## src/rtl/fft_mdc_stage.sv

```systemverilog
// Radix-2 MDC FFT stage: lower-lane delay, commutator, upper delay, butterfly, twiddle multiply.
// Latency: one registered cycle from an accepted sample to its butterfly result.
// Backpressure: none; in_valid=0 freezes all state and drops out_valid the next cycle.
module fft_mdc_stage #(
    parameter int WIDTH    = 9,
    parameter int DEPTH    = 8,
    parameter int TW_WIDTH = 9,
    parameter int TW_FRAC  = 7,
    parameter int SCALE    = 0
) (
    input  logic                                        clk,
    input  logic                                        rst_n,
    input  logic                                        flush,
    input  logic                                        in_valid,
    input  logic [WIDTH-1:0]                            in_up_re,
    input  logic [WIDTH-1:0]                            in_up_im,
    input  logic [WIDTH-1:0]                            in_l_re,
    input  logic [WIDTH-1:0]                            in_l_im,
    output logic [((DEPTH > 1) ? $clog2(DEPTH) : 1)-1:0] tw_addr,
    input  logic [TW_WIDTH-1:0]                         tw_re,
    input  logic [TW_WIDTH-1:0]                         tw_im,
    output logic                                        out_valid,
    output logic                                        out_sof,
    output logic [WIDTH-1:0]                            out_up_re,
    output logic [WIDTH-1:0]                            out_up_im,
    output logic [WIDTH-1:0]                            out_l_re,
    output logic [WIDTH-1:0]                            out_l_im
);

    localparam int CW = $clog2(2 * DEPTH);
    localparam int AW = (DEPTH > 1) ? $clog2(DEPTH) : 1;
    localparam int PW = WIDTH + TW_WIDTH + 3;

    localparam logic [CW:0] FILL_FULL    = (CW + 1)'(2 * DEPTH);
    localparam logic [CW:0] FILL_LAST    = (CW + 1)'(2 * DEPTH - 1);
    localparam logic signed [PW-1:0] SAT_MAX = {{(PW - WIDTH + 1){1'b0}}, {(WIDTH - 1){1'b1}}};
    localparam logic signed [PW-1:0] SAT_MIN = {{(PW - WIDTH + 1){1'b1}}, {(WIDTH - 1){1'b0}}};
    localparam logic signed [PW-1:0] RND     = PW'(1) << (TW_FRAC - 1);
    localparam logic signed [WIDTH:0] ONE    = (WIDTH + 1)'(1);

    logic [CW-1:0] cnt;
    logic [CW:0]   fill;
    logic          acc;

    // Samples only advance state when no reset or flush competes with them
    assign acc = in_valid & rst_n & ~flush;

    logic signed [WIDTH-1:0] d1_re [DEPTH];
    logic signed [WIDTH-1:0] d1_im [DEPTH];
    logic signed [WIDTH-1:0] d2_re [DEPTH];
    logic signed [WIDTH-1:0] d2_im [DEPTH];
    logic signed [WIDTH-1:0] cu_re, cu_im, cl_re, cl_im;

    // Commutator: swap in_up with the delayed lower lane during the second half of the span
    always_comb begin
        cu_re = $signed(in_up_re);
        cu_im = $signed(in_up_im);
        cl_re = d1_re[DEPTH-1];
        cl_im = d1_im[DEPTH-1];
        if (cnt[CW-1]) begin
            cu_re = d1_re[DEPTH-1];
            cu_im = d1_im[DEPTH-1];
            cl_re = $signed(in_up_re);
            cl_im = $signed(in_up_im);
        end
    end

    // Delay lines shift once per accepted sample; contents are don't-care after reset
    always_ff @(posedge clk) begin
        if (acc) begin
            d1_re[0] <= $signed(in_l_re);
            d1_im[0] <= $signed(in_l_im);
            d2_re[0] <= cu_re;
            d2_im[0] <= cu_im;
            for (int i = 1; i < DEPTH; i++) begin
                d1_re[i] <= d1_re[i-1];
                d1_im[i] <= d1_im[i-1];
                d2_re[i] <= d2_re[i-1];
                d2_im[i] <= d2_im[i-1];
            end
        end
    end

    function automatic logic [WIDTH-1:0] sat(input logic signed [PW-1:0] v);
        if (v > SAT_MAX)      sat = SAT_MAX[WIDTH-1:0];
        else if (v < SAT_MIN) sat = SAT_MIN[WIDTH-1:0];
        else                  sat = v[WIDTH-1:0];
    endfunction

    function automatic logic [WIDTH-1:0] upper(input logic signed [WIDTH:0] s);
        logic signed [WIDTH:0] r;
        r = (s + ONE) >>> 1;
        if (SCALE != 0) upper = r[WIDTH-1:0];
        else            upper = sat(PW'(s));
    endfunction

    logic signed [WIDTH:0]  sum_re, sum_im, dif_re, dif_im;
    logic signed [PW-1:0]   p_re, p_im, q_re, q_im;
    logic [WIDTH-1:0]       up_re_n, up_im_n, l_re_n, l_im_n;

    // Butterfly at one extra bit, then scale/saturate upper and twiddle-multiply lower
    always_comb begin
        sum_re  = (WIDTH + 1)'(d2_re[DEPTH-1]) + (WIDTH + 1)'(cl_re);
        sum_im  = (WIDTH + 1)'(d2_im[DEPTH-1]) + (WIDTH + 1)'(cl_im);
        dif_re  = (WIDTH + 1)'(d2_re[DEPTH-1]) - (WIDTH + 1)'(cl_re);
        dif_im  = (WIDTH + 1)'(d2_im[DEPTH-1]) - (WIDTH + 1)'(cl_im);
        p_re    = PW'(dif_re) * PW'($signed(tw_re)) - PW'(dif_im) * PW'($signed(tw_im));
        p_im    = PW'(dif_re) * PW'($signed(tw_im)) + PW'(dif_im) * PW'($signed(tw_re));
        q_re    = (p_re + RND) >>> TW_FRAC;
        q_im    = (p_im + RND) >>> TW_FRAC;
        up_re_n = upper(sum_re);
        up_im_n = upper(sum_im);
        l_re_n  = sat(q_re);
        l_im_n  = sat(q_im);
    end

    // Counter, fill tracking and registered outputs; reset beats flush beats data
    always_ff @(posedge clk) begin
        if (!rst_n) begin
            cnt       <= '0;
            fill      <= '0;
            out_valid <= 1'b0;
            out_sof   <= 1'b0;
            out_up_re <= '0;
            out_up_im <= '0;
            out_l_re  <= '0;
            out_l_im  <= '0;
        end else if (flush) begin
            cnt       <= '0;
            fill      <= '0;
            out_valid <= 1'b0;
            out_sof   <= 1'b0;
        end else begin
            out_valid <= in_valid && (fill >= FILL_LAST);
            out_sof   <= in_valid && (fill >= FILL_LAST) && (cnt == '0);
            if (in_valid) begin
                cnt       <= cnt + 1'b1;
                if (fill != FILL_FULL) fill <= fill + 1'b1;
                out_up_re <= up_re_n;
                out_up_im <= up_im_n;
                out_l_re  <= l_re_n;
                out_l_im  <= l_im_n;
            end
        end
    end

    generate
        if (DEPTH > 1) begin : g_addr
            assign tw_addr = cnt[AW-1:0];
        end else begin : g_addr0
            assign tw_addr = 1'b0;
        end
    endgenerate

endmodule
```

## config.mk

```make
export PLATFORM = sky130hd
export DESIGN_NAME = fft_mdc_stage
export DESIGN_NICKNAME = d
export VERILOG_FILES = /design/src/rtl/fft_mdc_stage.sv
export SDC_FILE = /design/constraint.sdc
export NUM_CORES = 1
export LEC_CHECK = 0
export CAP_MARGIN = 20
export CORE_UTILIZATION = 30
export CTS_CLUSTER_SIZE = 24
export DETAILED_ROUTE_END_ITERATION = 7
export SLEW_MARGIN = 20
export SYNTH_ARGS = -nofsm -noshare
export SYNTH_HDL_FRONTEND = slang
export SYNTH_SLANG_ARGS = --single-unit
```

## constraint.sdc

```tcl
create_clock -name clk -period 15 [get_ports clk]
set_input_delay 2.25 -clock clk [delete_from_list [all_inputs] [get_ports clk]]
set_output_delay 2.25 -clock clk [all_outputs]
set_load 0.005 [all_outputs]
```

==> impl_metrics.tcl <==
set metrics [dict create \
    yosysSeqAreaShare_pct 34.39 \
    worstPathArrival_ps 11450 \
    max_stage_delay_ps 860 \
    rsz0062_at_grt "no" \
    grt_max_degree 96 \
    drt-total-wl_mm 59.95 \
    yosys_warnings 0 \
    antenna_found_initial 3 \
    cts.clk_slew.worst_paths_ps 60 \
    cts_buffer_depth 3 \
    syn_inst 2422 \
    coreArea_mm2 0.09180 \
    die-height_um 306.9 \
    setup_violations 0 \
    synth_top_area_share_pct 31.01 \
    reg2reg_depth 32 \
    hold_class "flip-flop to flip-flop" \
    synth_cell_type_count 77 \
    cp_max_fo 24 \
    numPortBuffers 98 \
    async_flop_share_pct 0 \
    r2r-start "cnt[3]" \
    crit_top_cell "fa_1" \
    die_w_um 306.9 \
    antenna_left 0 \
    min_from "d2_im[0][23]" \
    grtUsageMet3_pct 2.908 \
    dpl.hpwl_mm 44.97 \
    crit_buf_inv 6 \
    min_period_over_period_pct 73.53 \
    num_io_pins 99 \
    layout.nets 3162 \
    crit_family "adder cells" \
    syn-num-nets 3080 \
    ys_seq_elements 335 \
    slowest_stage "o21ai_1" \
    hold_depth 0 \
    fin_skew_ps 29.74 \
    cts-htree-levels 2 \
    grt_pass1_wl_mm 97.39 \
    top_usage_layer "met2" \
    cts-root-buf "clkbuf_16" \
    synth.area.top_cells "edfxtp_1, fa_1, ha_1" \
    drt_pass1_iterations 5 \
    critical_path_class "primary input to flip-flop" \
    synth_top_area_cell "edfxtp_1" \
    via_per_inst 4.461 \
    synth_flop_cell "edfxtp_1" \
    grt_pass1_vias 17701 \
    outcome "complete, no violations" \
    grt_use_met2_pct 21.35 \
    wl_per_cell_um 15.88 \
    r2r-end "out_l_re[1]" \
    drv_slew 0 \
    grtUsageMet1_pct 18.02 \
    layout-drive-gt1-share_pct 6.082 \
    worst_setup_path_end_kind "flip-flop" \
    cts_resized 0 \
    clk_latency_ps 560 \
    startpoint_type "primary input" \
    num_rows 111 \
    grt.total_usage_pct 13.16 \
    worst_pin_slew_ps 1095 \
    hold_buffers 0 \
    hold_end "d2_im[0][32]" \
    drv_cap 0 \
    slew_headroom_pct 26.50 \
    overflow 0 \
    gp_congestion 0.8289 \
    drt_first_iter_violations 1023 \
    utilization_pct 34.38 \
    hold_viol_final 0 \
    period_minus_slack_ps 11030 \
    cts_tree "built" \
    synth_edf_count 288 \
    syn_to_final_growth_pct 13.20 \
    syn_area_per_cell_um2 11.51 \
    vias 16845 \
    max_freq_mhz 90.67 \
    post_cts_buffers 0 \
    numCtsBuffers 37 \
    drc 0 \
    die_area_mm2 0.09418 \
    initial_core_util_pct 30.38 \
    worstPathRequired_ps 15420 \
    cts.sinks 335 \
    rrSetupSlack_ps 5150 \
    setup_tns_ps 0 \
    synth.cell_area_mm2 0.02789 \
]
-- per-stage QoR --
stage	hold WS [ps]	std cells	cell area, um2	setup WS, ps
3_3_place_gp	400.2	3707	30330	3633
3_5_place_dp	404.5	3707	30330	3403
2_1_floorplan	400.3	2422	27890	4557
5_1_grt	405.9	3775	31560	3381
4_1_cts	400.9	3774	31530	3987
6_report	408.2	3776	31570	3971
-- synthesized netlist by cell type, types with 8 or more instances --
| library cell | n |
|---|---|
| a21oi_2 | 9 |
| nor3_1 | 10 |
| a211oi_1 | 9 |
| ha_1 | 220 |
| maj3_1 | 16 |
| a21oi_1 | 69 |
| nand2_1 | 170 |
| inv_1 | 469 |
| nor2_1 | 84 |
| xnor2_1 | 58 |
| fa_1 | 380 |
| and3_1 | 47 |
| nor2b_1 | 36 |
| clkbuf_1 | 81 |
| nand4_1 | 8 |
| o21ai_0 | 44 |
| and2_1 | 100 |
| nand3_1 | 14 |
| mux2_2 | 21 |
| or3_1 | 10 |
| o21ai_1 | 17 |
| xor2_1 | 31 |
| mux2i_1 | 18 |
| o21a_1 | 8 |
| o22ai_1 | 8 |
| dfxtp_1 | 47 |
| nand2b_1 | 36 |
| edfxtp_1 | 288 |
| a21o_1 | 15 |
-- registers in the layout, indices dropped and copies added (netlist names) --
name,flops
out_valid,1
out_l_re,9
out_sof,1
d2_re,72
cnt,4
out_up_re,9
d2_im,72
d1_re,72
d1_im,72
out_up_im,9
fill,5
out_l_im,9
-- worst max-delay path by stage --
stage                start     endpoint  slack (ps)  depth (start not counted)
6_report       in_up_re[1]  out_l_re[1]        3970                         32
5_1_grt        in_up_re[1]  out_l_re[6]        3380                         31
4_1_cts        in_up_re[1]  out_l_re[1]        3990                         32
3_5_place_dp   in_up_re[1]  out_l_re[1]        3400                         32
3_3_place_gp   in_up_re[1]  out_l_re[2]        3630                         32
2_1_floorplan  in_up_im[0]  out_l_im[2]        4560                         33
-- final cells by class --
class	instances	area, um2
Clock buffer	42	964.7
Inverter	471	1768
Tap cell	1243	1555
Fill cell	9195	60240
Timing Repair Buffer	133	1266
Multi-Input combinational cell	1526	16180
Clock inverter	25	237.7
Sequential cell	335	9590
Antenna cell	1	2.502
-- per-layer routing --
metal / vias up / share of wire (%)
met5: - / 0.063
met4: 6 / 1.7
met3: 63 / 6.3
met2: 381 / 46
met1: 8459 / 46
li1: 7936 / -
-- cells by family after synthesis --
family / count (synthesis) / synth area share (%)
XOR/XNOR: 91 / 2.993
AND/OR/NAND/NOR: 539 / 9.934
flip-flops: 335 / 34.39
buffers and inverters: 561 / 7.641
multiplexers: 39 / 1.494
adder cells (fa/ha/maj): 616 / 37.73
AO/OA/AOI/OAI: 241 / 5.824
-- layout by cell type (no fill, tap or decap), drive strengths merged, types with 47 or more instances in the layout --
master | Yosys | routed
and2 | 102 | 102
fa | 380 | 380
nor2 | 84 | 84
clkdlybuf4s50 | 0 | 97
a21oi | 80 | 80
o21ai | 61 | 61
ha | 220 | 220
dfxtp | 47 | 47
edfxtp | 288 | 288
inv | 471 | 477
xnor2 | 60 | 60
and3 | 47 | 47
nand2 | 170 | 170
Power is left out: the tool's default activity adds up to more than one toggle a clock period on the data nets, which glitch-free logic cannot reach.
